==> src/rtl/fetch_unit_pkg.sv <==
// Shared definitions for the instruction fetch/decode front end.
package fetch_unit_pkg;

  localparam int unsigned XLEN     = 16;
  localparam int unsigned OPC_W    = 5;
  localparam int unsigned SEL_W    = 2;
  localparam int unsigned RD_W     = 3;
  localparam int unsigned IMM6_W   = 6;

  // Field positions: instruction bit 0 is the word MSB, so [0:4] maps to [15:11]
  localparam int unsigned OPC_LSB  = 11;
  localparam int unsigned SEL_LSB  = 9;
  localparam int unsigned RD_LSB   = 6;
  localparam int unsigned IMM6_LSB = 0;

  localparam logic [OPC_W-1:0] LIMM_OPCODE      = 5'h1F;
  localparam logic [XLEN-1:0]  RESET_PC_DEFAULT = 16'h0000;

  typedef enum logic [1:0] {
    ST_FETCH = 2'd0,
    ST_EXT   = 2'd1,
    ST_HOLD  = 2'd2,
    ST_DROP  = 2'd3
  } state_e;

  // Decoded instruction presented to operand select
  typedef struct packed {
    logic [OPC_W-1:0] opcode;
    logic [SEL_W-1:0] src_sel;
    logic [RD_W-1:0]  rd;
    logic [XLEN-1:0]  imm;
    logic [XLEN-1:0]  pc;
  } instr_t;

endpackage

==> src/rtl/fetch_unit_imm_sext.sv <==
// 6-to-16 bit sign extender for short immediates; purely combinational.
module fetch_unit_imm_sext
  import fetch_unit_pkg::*;
(
  input  logic [IMM6_W-1:0] i_imm6,
  output logic [XLEN-1:0]   o_imm_c
);

  // Replicate the field's top bit into the upper bits
  assign o_imm_c = {{(XLEN-IMM6_W){i_imm6[IMM6_W-1]}}, i_imm6};

endmodule

==> src/rtl/fetch_unit.sv <==
// Instruction fetch and decode front end: fetches over req/ack, assembles
// two-word long-immediate instructions and handles branch redirects.
module fetch_unit
  import fetch_unit_pkg::*;
#(
  parameter logic [XLEN-1:0] RESET_PC = RESET_PC_DEFAULT
) (
  input  logic              i_clk,
  input  logic              i_rst,
  output logic              o_imem_req,
  output logic [XLEN-1:0]   o_imem_addr,
  input  logic              i_imem_ack,
  input  logic [XLEN-1:0]   i_imem_data,
  input  logic              i_redirect,
  input  logic [XLEN-1:0]   i_redirect_pc,
  output logic              o_valid,
  input  logic              i_ready,
  output logic [OPC_W-1:0]  o_opcode,
  output logic [SEL_W-1:0]  o_src_sel,
  output logic [RD_W-1:0]   o_rd,
  output logic [XLEN-1:0]   o_imm,
  output logic [XLEN-1:0]   o_pc
);

  state_e            state_q, state_d;
  logic [XLEN-1:0]   pc_q, pc_d;
  logic [XLEN-1:0]   addr_q, addr_d;
  logic              req_q, req_d;
  logic              valid_q, valid_d;
  instr_t            instr_q, instr_d;

  logic              ack_c;
  logic [OPC_W-1:0]  word_opc_c;
  logic              is_limm_c;
  logic [XLEN-1:0]   sext_imm_c;

  // An ack only completes a request that is actually being presented
  assign ack_c      = i_imem_ack & req_q;
  assign word_opc_c = i_imem_data[OPC_LSB +: OPC_W];
  assign is_limm_c  = (word_opc_c == LIMM_OPCODE);

  fetch_unit_imm_sext u_imm_sext (
    .i_imm6  (i_imem_data[IMM6_LSB +: IMM6_W]),
    .o_imm_c (sext_imm_c)
  );

  // State register
  always_ff @(posedge i_clk or posedge i_rst) begin
    if (i_rst) begin
      state_q <= ST_FETCH;
    end else begin
      state_q <= state_d;
    end
  end

  // Next-state logic; redirect overrides everything
  always_comb begin
    state_d = state_q;
    unique case (state_q)
      ST_FETCH: begin
        if (i_redirect) begin
          state_d = (req_q && !i_imem_ack) ? ST_DROP : ST_FETCH;
        end else if (ack_c) begin
          state_d = is_limm_c ? ST_EXT : ST_HOLD;
        end
      end
      ST_EXT: begin
        if (i_redirect) begin
          state_d = ack_c ? ST_FETCH : ST_DROP;
        end else if (ack_c) begin
          state_d = ST_HOLD;
        end
      end
      ST_HOLD: begin
        if (i_redirect || i_ready) begin
          state_d = ST_FETCH;
        end
      end
      ST_DROP: begin
        if (ack_c) begin
          state_d = ST_FETCH;
        end
      end
      default: state_d = ST_FETCH;
    endcase
  end

  // Datapath and output next values
  always_comb begin
    pc_d    = pc_q;
    instr_d = instr_q;
    valid_d = valid_q;
    unique case (state_q)
      ST_FETCH: begin
        if (ack_c && !i_redirect) begin
          instr_d.opcode  = word_opc_c;
          instr_d.src_sel = i_imem_data[SEL_LSB +: SEL_W];
          instr_d.rd      = i_imem_data[RD_LSB +: RD_W];
          instr_d.imm     = sext_imm_c;
          instr_d.pc      = pc_q;
          pc_d            = pc_q + XLEN'(1);
          valid_d         = !is_limm_c;
        end
      end
      ST_EXT: begin
        if (ack_c && !i_redirect) begin
          instr_d.imm = i_imem_data;
          pc_d        = pc_q + XLEN'(1);
          valid_d     = 1'b1;
        end
      end
      ST_HOLD: begin
        if (i_ready) begin
          valid_d = 1'b0;
        end
      end
      default: ;
    endcase
    if (i_redirect) begin
      valid_d = 1'b0;
      pc_d    = i_redirect_pc;
    end
    // Request is up in every state except while holding a decoded instruction
    req_d  = (state_d != ST_HOLD);
    // A discarded request keeps its address until the memory answers
    addr_d = (state_d == ST_DROP) ? addr_q : pc_d;
  end

  // Datapath and output registers
  always_ff @(posedge i_clk or posedge i_rst) begin
    if (i_rst) begin
      pc_q    <= RESET_PC;
      addr_q  <= '0;
      req_q   <= 1'b0;
      valid_q <= 1'b0;
      instr_q <= '0;
    end else begin
      pc_q    <= pc_d;
      addr_q  <= addr_d;
      req_q   <= req_d;
      valid_q <= valid_d;
      instr_q <= instr_d;
    end
  end

  assign o_imem_req  = req_q;
  assign o_imem_addr = addr_q;
  assign o_valid     = valid_q;
  assign o_opcode    = instr_q.opcode;
  assign o_src_sel   = instr_q.src_sel;
  assign o_rd        = instr_q.rd;
  assign o_imm       = instr_q.imm;
  assign o_pc        = instr_q.pc;

endmodule
==> config.mk <==
export PLATFORM = sky130hd
export DESIGN_NAME = fetch_unit
export DESIGN_NICKNAME = d
export VERILOG_FILES = /design/src/rtl/fetch_unit_pkg.sv /design/src/rtl/fetch_unit_imm_sext.sv /design/src/rtl/fetch_unit.sv
export SDC_FILE = /design/constraint.sdc
export NUM_CORES = 1
export LEC_CHECK = 0
export ABC_AREA = 1
export BUFFER_PORTS_ARGS = -buffer_cell sky130_fd_sc_hd__buf_2
export CORE_MARGIN = 1.5
export CORE_UTILIZATION = 49
export CTS_BUF_LIST = sky130_fd_sc_hd__clkbuf_8
export CTS_CLUSTER_SIZE = 28
export DETAILED_ROUTE_END_ITERATION = 8
export PLACE_DENSITY = 0.78
export SETUP_SLACK_MARGIN = 0.2
export SYNTH_ARGS = -nofsm -noshare
export SYNTH_HDL_FRONTEND = slang
export SYNTH_SLANG_ARGS = --single-unit
==> constraint.sdc <==
create_clock -name i_clk -period 2.2 [get_ports i_clk]
set_input_delay 0.22 -clock i_clk [delete_from_list [all_inputs] [get_ports i_clk]]
set_output_delay 0.22 -clock i_clk [all_outputs]
set_load 0.01 [all_outputs]
After elaboration in Yosys (flattened, before gate mapping)
Index checks and enable logic that the tools add are counted.
Cells by class
  bitwise operators: 1
  muxes and demuxes: 21
  reduce and logical (&&, ||, !) cells: 13
  equality and inequality tests: 11
  $add $sub $neg: 1
Operators with widths (number)
  2-to-1 mux 16 bit: 4
  2-to-1 mux 32 bit: 1
  one-hot mux 16 bit (2 select lines): 1
  2-to-1 mux 2 bit: 9
  adder 16 x 1 -> 16 bit (second input constant): 1
  inequality test 3 bit (second input constant): 3
  one-hot mux 2 bit (4 select lines): 1
  equality test 2 bit (second input constant): 3
  inequality test 2 bit (second input constant): 3
  equality test 5 bit (second input constant): 1
  2-to-1 mux 1 bit: 4
  AND reduction 4 bit: 1
  nonzero test 4 bit: 1
  zero test 1 bit: 3
  one-hot mux 1 bit (3 select lines): 1
  AND reduction 3 bit: 1
  equality test 2 x 1 -> 1 bit (second input constant): 1
  logical AND 1 bit: 2
  zero test 2 bit: 1
  AND reduction 2 bit: 1
  nonzero test 2 bit: 1
  OR reduction 2 bit: 1
  bitwise AND 1 bit: 1
  logical OR 1 bit: 1
Storage, ports and cells
  register bits: 78
  input bits: 37
  word-level logic and storage cells: 57
  output and inout port bits: 60

Logic depth before layout (Yosys ltp)
Gate-level depths: netlist of run 1.
  depth after elaboration: 6
  depth in mapped cells: 12

By module
A second synthesis of run 1 with hierarchy kept.
Unflattened totals
  cell total of the unflattened synthesis: 470
  area, all modules: 3908.7 um^2
Modules (own cells, without submodules)
  fetch_unit: area each 3788.6 um^2, instances 1, sequential area each 1951.9 um^2, cells each 454
  fetch_unit_imm_sext: area each 120.1 um^2, instances 1, sequential area each 0.0 um^2, cells each 16

Least setup slack after synthesis of run 1
No wires, ideal clock.
  path type: register to register
  start: register state_q[0]
  end: register instr_q (netlist bit o_imm[6])
  setup slack: 0.559 ns
  period minus slack after synthesis: 1.641 ns
  buffers on the path: 2
  setup time: 0.080 ns
  stages on the path, launching flop included: 10
  arrival time: 1.561 ns
  cell sequence: dfrtp_1 -> inv_1 -> ha_1 -> nor2_1 -> inv_1 -> nand2_1 -> buf_4 -> buf_2 -> a21oi_1 -> a21oi_1
Between the ends
  word-level cells in the longest chain between the ends: 3
  elaborated cells on any way between the ends: 7
Ends and longest elaborated chain
  from (decl): RTL line fetch_unit.sv:25  | state_e state_q, state_d;
  from (signal assigned): RTL line fetch_unit.sv:52  | state_q <= state_d;
  equality test 2 x 1 -> 1 bit or zero test 2 bit (tied branches): RTL line fetch_unit.sv:93  | unique case (state_q)
  inequality test 2 bit (no line) or nonzero test 2 bit (tied branches)
  AND reduction 3 bit (no line)
  to (signal assigned): RTL line fetch_unit.sv:142  | instr_q <= instr_d;
  to (decl): RTL line fetch_unit.sv:30  | instr_t instr_q, instr_d;
Several ways; a longest one is shown, not always the timed one.
A chain may end at the register's enable or synchronous reset.

Final worst setup path of run 1
  start: register state_q[1]
  end: register addr_q[10], in the netlist o_imem_addr[10]
Between the ends
  word-level cells in the longest chain between the ends: 4
  elaborated cells on any way between the ends: 15
Ends and longest elaborated chain
  2-to-1 mux 2 bit, or another cell as far along: RTL line fetch_unit.sv:70  | end else if (ack_c) begin
  2-to-1 mux 2 bit, or another cell as far along: RTL line fetch_unit.sv:68  | if (i_redirect) begin
  one-hot mux 2 bit (4 select lines) or 2-to-1 mux 16 bit (tied branches)
  equality test 2 bit or 2-to-1 mux 16 bit (tied branches): RTL line fetch_unit.sv:126, fetch_unit.sv:119
  to (signal assigned): RTL line fetch_unit.sv:139  | addr_q <= addr_d;
  to (decl): RTL line fetch_unit.sv:27  | logic [XLEN-1:0] addr_q, addr_d;
Several ways; a longest one is shown, not always the timed one.

==> results.md, run 1 <==
- Hold Fails Final Rpt: 0
- CTS tree: yes
- Synth async-reset ratio: 1.00
- Setup CP Type: reg2reg
- Detail Placement HPWL: 6250 um
- Post-route ant nets: 0
- Clock share of power: 0.192
- H-tree depth: 3
- Total grt overflow: 0
- WL met2: 3890 um
- Routability cong.: 0.992
- Top-area cell type share of the netlist area: 0.535
- Fmax: 523 MHz
- Fin nets: 568
- Switching Share: 0.396
- Most common cell in the netlist: nand2_1
- DR top layer: met4
- Setup-failing EPs final: 0
- Worst-path clk slew: 0.08 ns
- Net switching power: 2.43 mW
- Vias in the first global route: 2,895
- Seq pwr share: 0.386
- EDFF count, synth: 0
- Final worst path period need: 1.91 ns
- Largest net degree at the start of global routing: 52
- Antenna cells: 0
- DRT met1 WL: 4360 um
- Post-synthesis sequential area ratio: 0.535
- Routed WL: 8810 um
- Initial Utilization: 0.506
- Layout cell share with drive strength beyond 1: 0.288
- PortBufs: 96
- Slew @ Worst Pin: 0.616 ns
- Core area: 7210 um2
- Post-Syn Area per Cell: 8.61 um2
- Synth Net Count: 466
- Primary FF master, synth: dfrtp_1
- Type of element launching the critical path: register
- Area Overhead vs Synth: 24.0%
- Min-delay worst type: in2reg
- TritonCTS buffer count: 9
- Power Dens Cells: 1350 nW/um2
- Crit path capture type: register
- Mapped Cells: 424
- CP required: 2.49 ns
- Post-synth top cells: nand2_1, dfrtp_1, nand3_1
- Max_cap viols: 0
- Via-to-Cell Ratio: 5.05
- Routed len/inst: 14.0 um
- Global-route wire length before repair: 13,700 um
- Die Width: 89.3 um
- Crit-path max FO: 18
- Drt pass-1 iters: 4
- Syn. warnings: 0
- Run status: completed
- DRC errors left: 0
- Setup TNS: 0 ns
- RSZ-0062 raised after global routing: no
- Ports: 97
- Initial antenna violation count: 0
- Combinational group share of total power: 0.422
- Slew Viols, Final: 0
- Cell area after synthesis: 3650 um2
- Starting DRC count in detailed routing: 270
- Overall die height: 89.3 um
- Via count: 3,184
- Tcrit/Tclk final: 0.869
- Skew final: 0.0124 ns
- FF+latch count, synth: 78
- Lkg Pwr: 2.35 nW
- Slew margin rel.: 0.589
- Arr. time, crit path: 2.20 ns
- Overall Power: 6.13 mW
- Die area: 7980 um2
- Largest area contributor in the netlist: dfrtp_1
- Fill count: 648
- Row cnt: 31
- CTS root buffer: clkbuf_8
- Worst VDD drop: 0.000917 V
- Most area-consuming cells after synthesis: dfrtp_1, nand2_1, nand3_1, mux2_2, a21oi_1
- Int Pwr: 3.70 mW
- Max Buffers Root-to-Sink: 2
- Met3 WL: 411 um
- Yosys cell types: 31
- Global Route Usage Sum: 0.226
- # clock sinks: 78
- Clock latency on the worst-skew pair: 0.35 ns
[final timing paths]
check | slack, ns | startpoint | to | cells after the start
worst max register to register | 0.29 | state_q[1]$_DFF_PP0_ | o_imem_addr[10]$_DFFE_PP0P_ | 10
max in group asynchronous | 1.04 | i_rst | o_imem_req$_DFF_PP0_ | 4
worst min register to register | 0.48 | o_imm[3]$_DFFE_PP0P_ | o_imm[3]$_DFFE_PP0P_ | 2
min in group asynchronous | 0.49 | i_rst | o_opcode[3]$_DFFE_PP0P_ | 3
worst max-delay path | 0.29 | state_q[1]$_DFF_PP0_ | o_imem_addr[10]$_DFFE_PP0P_ | 10
worst min-delay path | 0.06 | i_imem_data[3] | o_imm[3]$_DFFE_PP0P_ | 3
[sequential cells by signal, indices dropped and copies added (netlist names)]
register,flops
o_imem_addr,16
o_src_sel,2
o_imem_req,1
o_rd,3
o_pc,16
state_q,2
o_valid,1
o_imm,16
pc_q,16
o_opcode,5
[logic make-up (layout without fill, tap and decap cells)]
family / Yosys count / after routing / synth area share
mux: 12 / 12 / 0.0370
buf+inv: 49 / 155 / 0.0603
flops: 78 / 78 / 0.535
fa+ha+maj: 5 / 5 / 0.0171
compound gates: 57 / 57 / 0.0864
simple gates: 223 / 224 / 0.264
[metal layers]
| layer | track usage | up-vias |
|---|---|---|
| met5 | 0 | - |
| met4 | 0.0909 | 0 |
| met3 | 0.0323 | 11 |
| met2 | 0.332 | 90 |
| met1 | 0.339 | 1488 |
| li1 | - | 1595 |
[layout by cell type, fill, tap and decap left out, drive strengths merged]
cell type,count
nand2,131
buf,105
dfrtp,78
nand3,45
nor2,36
inv,34
a21oi,28
o21ai,24
mux2,12
clkbuf,9
nand4,7
ha,5
nor3,4
clkinvlp,2
bufinv,2
clkinv,2
o22ai,1
nand3b,1
a211oi,1
a31oi,1
o211ai,1
a21boi,1
dlygate4sd3,1
[through the flow]
stage / instances / hold WS (ns) / area [um2] / worst slack, ns / util
floorplan: 424 / 0.330 / 3650 / 0.559 / -
global placement: 610 / 0.327 / 4230 / 0.210 / 0.586
detailed placement: 610 / 0.335 / 4230 / 0.196 / 0.586
CTS: 629 / 0.0536 / 4490 / 0.283 / 0.622
global route: 630 / 0.0583 / 4520 / 0.188 / 0.627
finish: 630 / 0.0627 / 4520 / 0.288 / 0.627
[layout make-up]
| cell class | instances | area [um2] | share of cell area |
|---|---|---|---|
| sequential | 78 | 1950 | 0.431 |
| inverter | 33 | 128 | 0.0282 |
| clock buffer | 9 | 124 | 0.0274 |
| timing repair buffer | 106 | 587 | 0.130 |
| multi-input combinational | 298 | 1510 | 0.334 |
| clock inverter | 7 | 97.6 | 0.0216 |
| tap | 99 | 124 | 0.0274 |
[power groups by stage]
stage	sequential (mW)	combinational [mW]	clock, mW
3_3_place_gp	2.37	2.34	0
5_1_grt	2.44	2.86	1.26
6_report	2.36	2.58	1.18
3_5_place_dp	2.38	2.38	0
4_1_cts	2.36	2.50	1.20
2_1_floorplan	2.62	1.30	0
[worst max-delay path, stage by stage (launching register included)]
cell and delay, ns:
dfrtp_1 0.43, inv_1 0.12, ha_1 0.21, buf_4 0.20, inv_1 0.10, a211oi_2 0.25, nor2_2 0.09, a21oi_4 0.15
buf_12 0.16, nand3_1 0.08, nand2_1 0.07
[what timing repair did]
action / 4_1_cts / 5_1_grt
resized for setup: 0 / 9
setup endpoints to repair: 15 / 17
endpoints found under the hold margin: 27 / 0
hold buffers: 1 / 0
pin swaps: 2 / 0
buffers inserted: 2 / 0
gates cloned: 0 / 1
Power figures use the tool's default switching activity.
==> run 2: changes to the inputs <==
RECOVER_POWER = 25   (was unset)
==> run 2 against run 1 <==
  * Setup slack improved by 0.0042 ns
  * Flip-flop and latch count unchanged
  * Count of clock-buffer cells in the layout unchanged
  * Wire length down 0.35%
  * Critical endpoint unchanged
  * Highest routed layer unchanged
==> results.md, run 2 (same netlist as run 1, synthesis figures left out) <==
- Run status: completed
- Int Pwr: 3.64 mW (-1.7%)
- Fin area: 4490 um2 (-0.80%)
- Fmax: 524 MHz (+0.22%)
- Min-delay worst type: in2reg
- Max Buffers Root-to-Sink: 2 (unchanged)
- Skew final: 0.0124 ns (-0.0000600 ns)
- Worst Reg-to-Reg Cells: 10 (unchanged)
- Row cnt: 31 (unchanged)
- Crit-path slowest cell: dfrtp_1
- Overall die height: 89.3 um (unchanged)
- Worst VDD drop: 0.000900 V (-1.8%)
- CTS tree: yes
- Worst-path clk slew: 0.08 ns (about the same)
- Post-route ant nets: 0 (unchanged)
- Register area: 1950 um2 (unchanged)
- Core area: 7210 um2 (unchanged)
- Placed cells: 610 (unchanged)
- Setup CP Type: reg2reg
- Clock latency on the worst-skew pair: 0.34 ns (about the same)
- Overall Power: 6.06 mW (-1.1%)
- Crit path capture type: register
- Crit-path max FO: 18 (unchanged)
- Commonest non-fill, non-tap cells in the layout: nand2_1, dfrtp_1, buf_2
- Fin nets: 568 (unchanged)
- Power Dens Cells: 1350 nW/um2 (-0.29%)
- Routability cong.: 0.992 (unchanged)
- Hold Fails Final Rpt: 0 (unchanged)
- CTS root buffer: clkbuf_8
- Die Width: 89.3 um (unchanged)
- Combinational group share of total power: 0.415 (-0.007)
- Via count: 3,183 (-0.031%)
- Detail Placement HPWL: 6250 um (unchanged)
- Clock share of power: 0.194 (+0.002)
- Slew @ Worst Pin: 1.26 ns (+0.646 ns)
- Hold Path End: o_imm[3]$_DFFE_PP0P_
- Routed len/inst: 13.9 um (-0.35%)
- DRC errors left: 0 (unchanged)
- Final worst path period need: 1.91 ns (-0.00419 ns)
- Die area: 7980 um2 (unchanged)
- TritonCTS buffer count: 9 (unchanged)
- Switching Share: 0.400 (+0.00369)
- Starting DRC count in detailed routing: 287 (+6.3%)
- Setup TNS: 0 ns (unchanged)
- Setup-failing EPs final: 0 (unchanged)
- # clock sinks: 78 (unchanged)
- Lkg Pwr: 2.26 nW (-3.7%)
- Most frequent CP cell: inv_1
- Slew margin rel.: 0.154 (-0.435)
- Area Overhead vs Synth: 23.0%
- Crit-path leading delay family: buffers and inverters
- PortBufs: 96 (unchanged)
- Reg-to-Reg Start: state_q[1]$_DFF_PP0_
- RSZ-0062 raised after global routing: no
- Net switching power: 2.42 mW (-0.17%)
- Buf/Inv on CP: 4 (unchanged)
- Drt pass-1 iters: 5 (+1)
- Area after DPL: 4230 um2 (unchanged)
- WHS Path Cells: 3 (unchanged)
- Initial antenna violation count: 0 (unchanged)
- H-tree depth: 3 (unchanged)
- Slew Viols, Final: 0 (unchanged)
- Max_cap viols: 0 (unchanged)
- Largest net degree at the start of global routing: 52 (unchanged)
- Vias in the first global route: 2,895 (unchanged)
- Max incr delay on CP: 0.43 ns (about the same)
- Min-delay src: i_imem_data[3]
- Global-route wire length before repair: 13,700 um (unchanged)
- Routed WL: 8780 um (-0.35%)
- Arr. time, crit path: 2.19 ns (about the same)
- Layout cell share with drive strength beyond 1: 0.237 (-0.0508)
- CP required: 2.49 ns (about the same)
- Fill count: 659 (+1.7%)
- R2R Setup Slk: 0.29 ns (about the same)
- Antenna cells: 0 (unchanged)
- Critical-path cell list: inv_1, ha_1, buf_4, inv_1, a211oi_2, nor2_2, a21oi_4, buf_12, nand3_1, nand2_1
- Tcrit/Tclk final: 0.867 (-0.00190)
- Multi-input logic area: 1510 um2 (unchanged)
- Ports: 97 (unchanged)
- Worst flop-to-flop path endpoint: o_imem_addr[10]$_DFFE_PP0P_
- Type of element launching the critical path: register
- Total grt overflow: 0 (unchanged)
- Fin cells: 630 (unchanged)
- Via-to-Cell Ratio: 5.05 (about the same)
- Global Route Usage Sum: 0.226 (unchanged)
- Most common cell after layout, fill and taps aside: nand2_1
- Seq pwr share: 0.391 (+0.005)
- Initial Utilization: 0.506 (unchanged)
==> run 2: power groups by stage <==
| stage | combinational [mW] | clock, mW | sequential [mW] |
|---|---|---|---|
| final | 2.52 | 1.17 | 2.37 |
| after floorplan | 1.30 | 0 | 2.62 |
| after global placement | 2.34 | 0 | 2.37 |
| after global routing | 2.80 | 1.26 | 2.45 |
| after CTS | 2.50 | 1.20 | 2.36 |
| after detailed placement | 2.38 | 0 | 2.38 |
==> run 2: worst max-delay path by stage <==
stage	from	to	slack (ns)	cells after the start
after floorplan	state_q[0]$_DFF_PP0_	o_imm[6]$_DFFE_PP0P_	0.56	9
after detailed placement	state_q[1]$_DFF_PP0_	o_imem_addr[13]$_DFFE_PP0P_	0.20	10
final	state_q[1]$_DFF_PP0_	o_imem_addr[10]$_DFFE_PP0P_	0.29	10
after global routing	state_q[1]$_DFF_PP0_	o_imem_addr[0]$_DFFE_PP0P_	0.19	10
after global placement	state_q[1]$_DFF_PP0_	o_imem_addr[15]$_DFFE_PP0P_	0.21	10
after CTS	state_q[0]$_DFF_PP0_	o_imem_addr[10]$_DFFE_PP0P_	0.28	11
==> run 2: worst register-to-register path: cells and delay by family (launching register included) <==
family	cells	cell delay (ns)
flops	1	0.43
compound gates	2	0.40
buf+inv	4	0.58
simple gates	3	0.24
fa+ha+maj	1	0.21
==> run 2: per-stage QoR <==
stage | util | hold slack [ns] | setup WS, ns
after floorplan | - | 0.330 | 0.559
after global placement | 0.586 | 0.327 | 0.210
after detailed placement | 0.586 | 0.335 | 0.196
after CTS | 0.622 | 0.0536 | 0.283
after global routing | 0.622 | 0.0583 | 0.188
final | 0.622 | 0.0701 | 0.292
==> run 2: cell type report <==
cell class | instances | area share
Timing Repair Buffer | 106 | 0.123
Sequential cell | 78 | 0.435
Multi-Input combinational cell | 298 | 0.337
Clock buffer | 9 | 0.0276
Tap cell | 99 | 0.0276
Inverter | 33 | 0.0279
Clock inverter | 7 | 0.0217
==> run 2: per-layer routing <==
metal	wire (um)	global-route usage
met5	0	0
met4	103	0.0909
met3	494	0.0323
met2	3940	0.332
met1	4240	0.339
==> run 2: timing repair <==
action	4_1_cts	5_1_grt
endpoints found under the hold margin	27	0
pin swaps	2	0
hold buffers	1	0
setup buffers	2	0
endpoints found under the setup margin	15	17
gates cloned	0	1
gates resized for setup	0	9
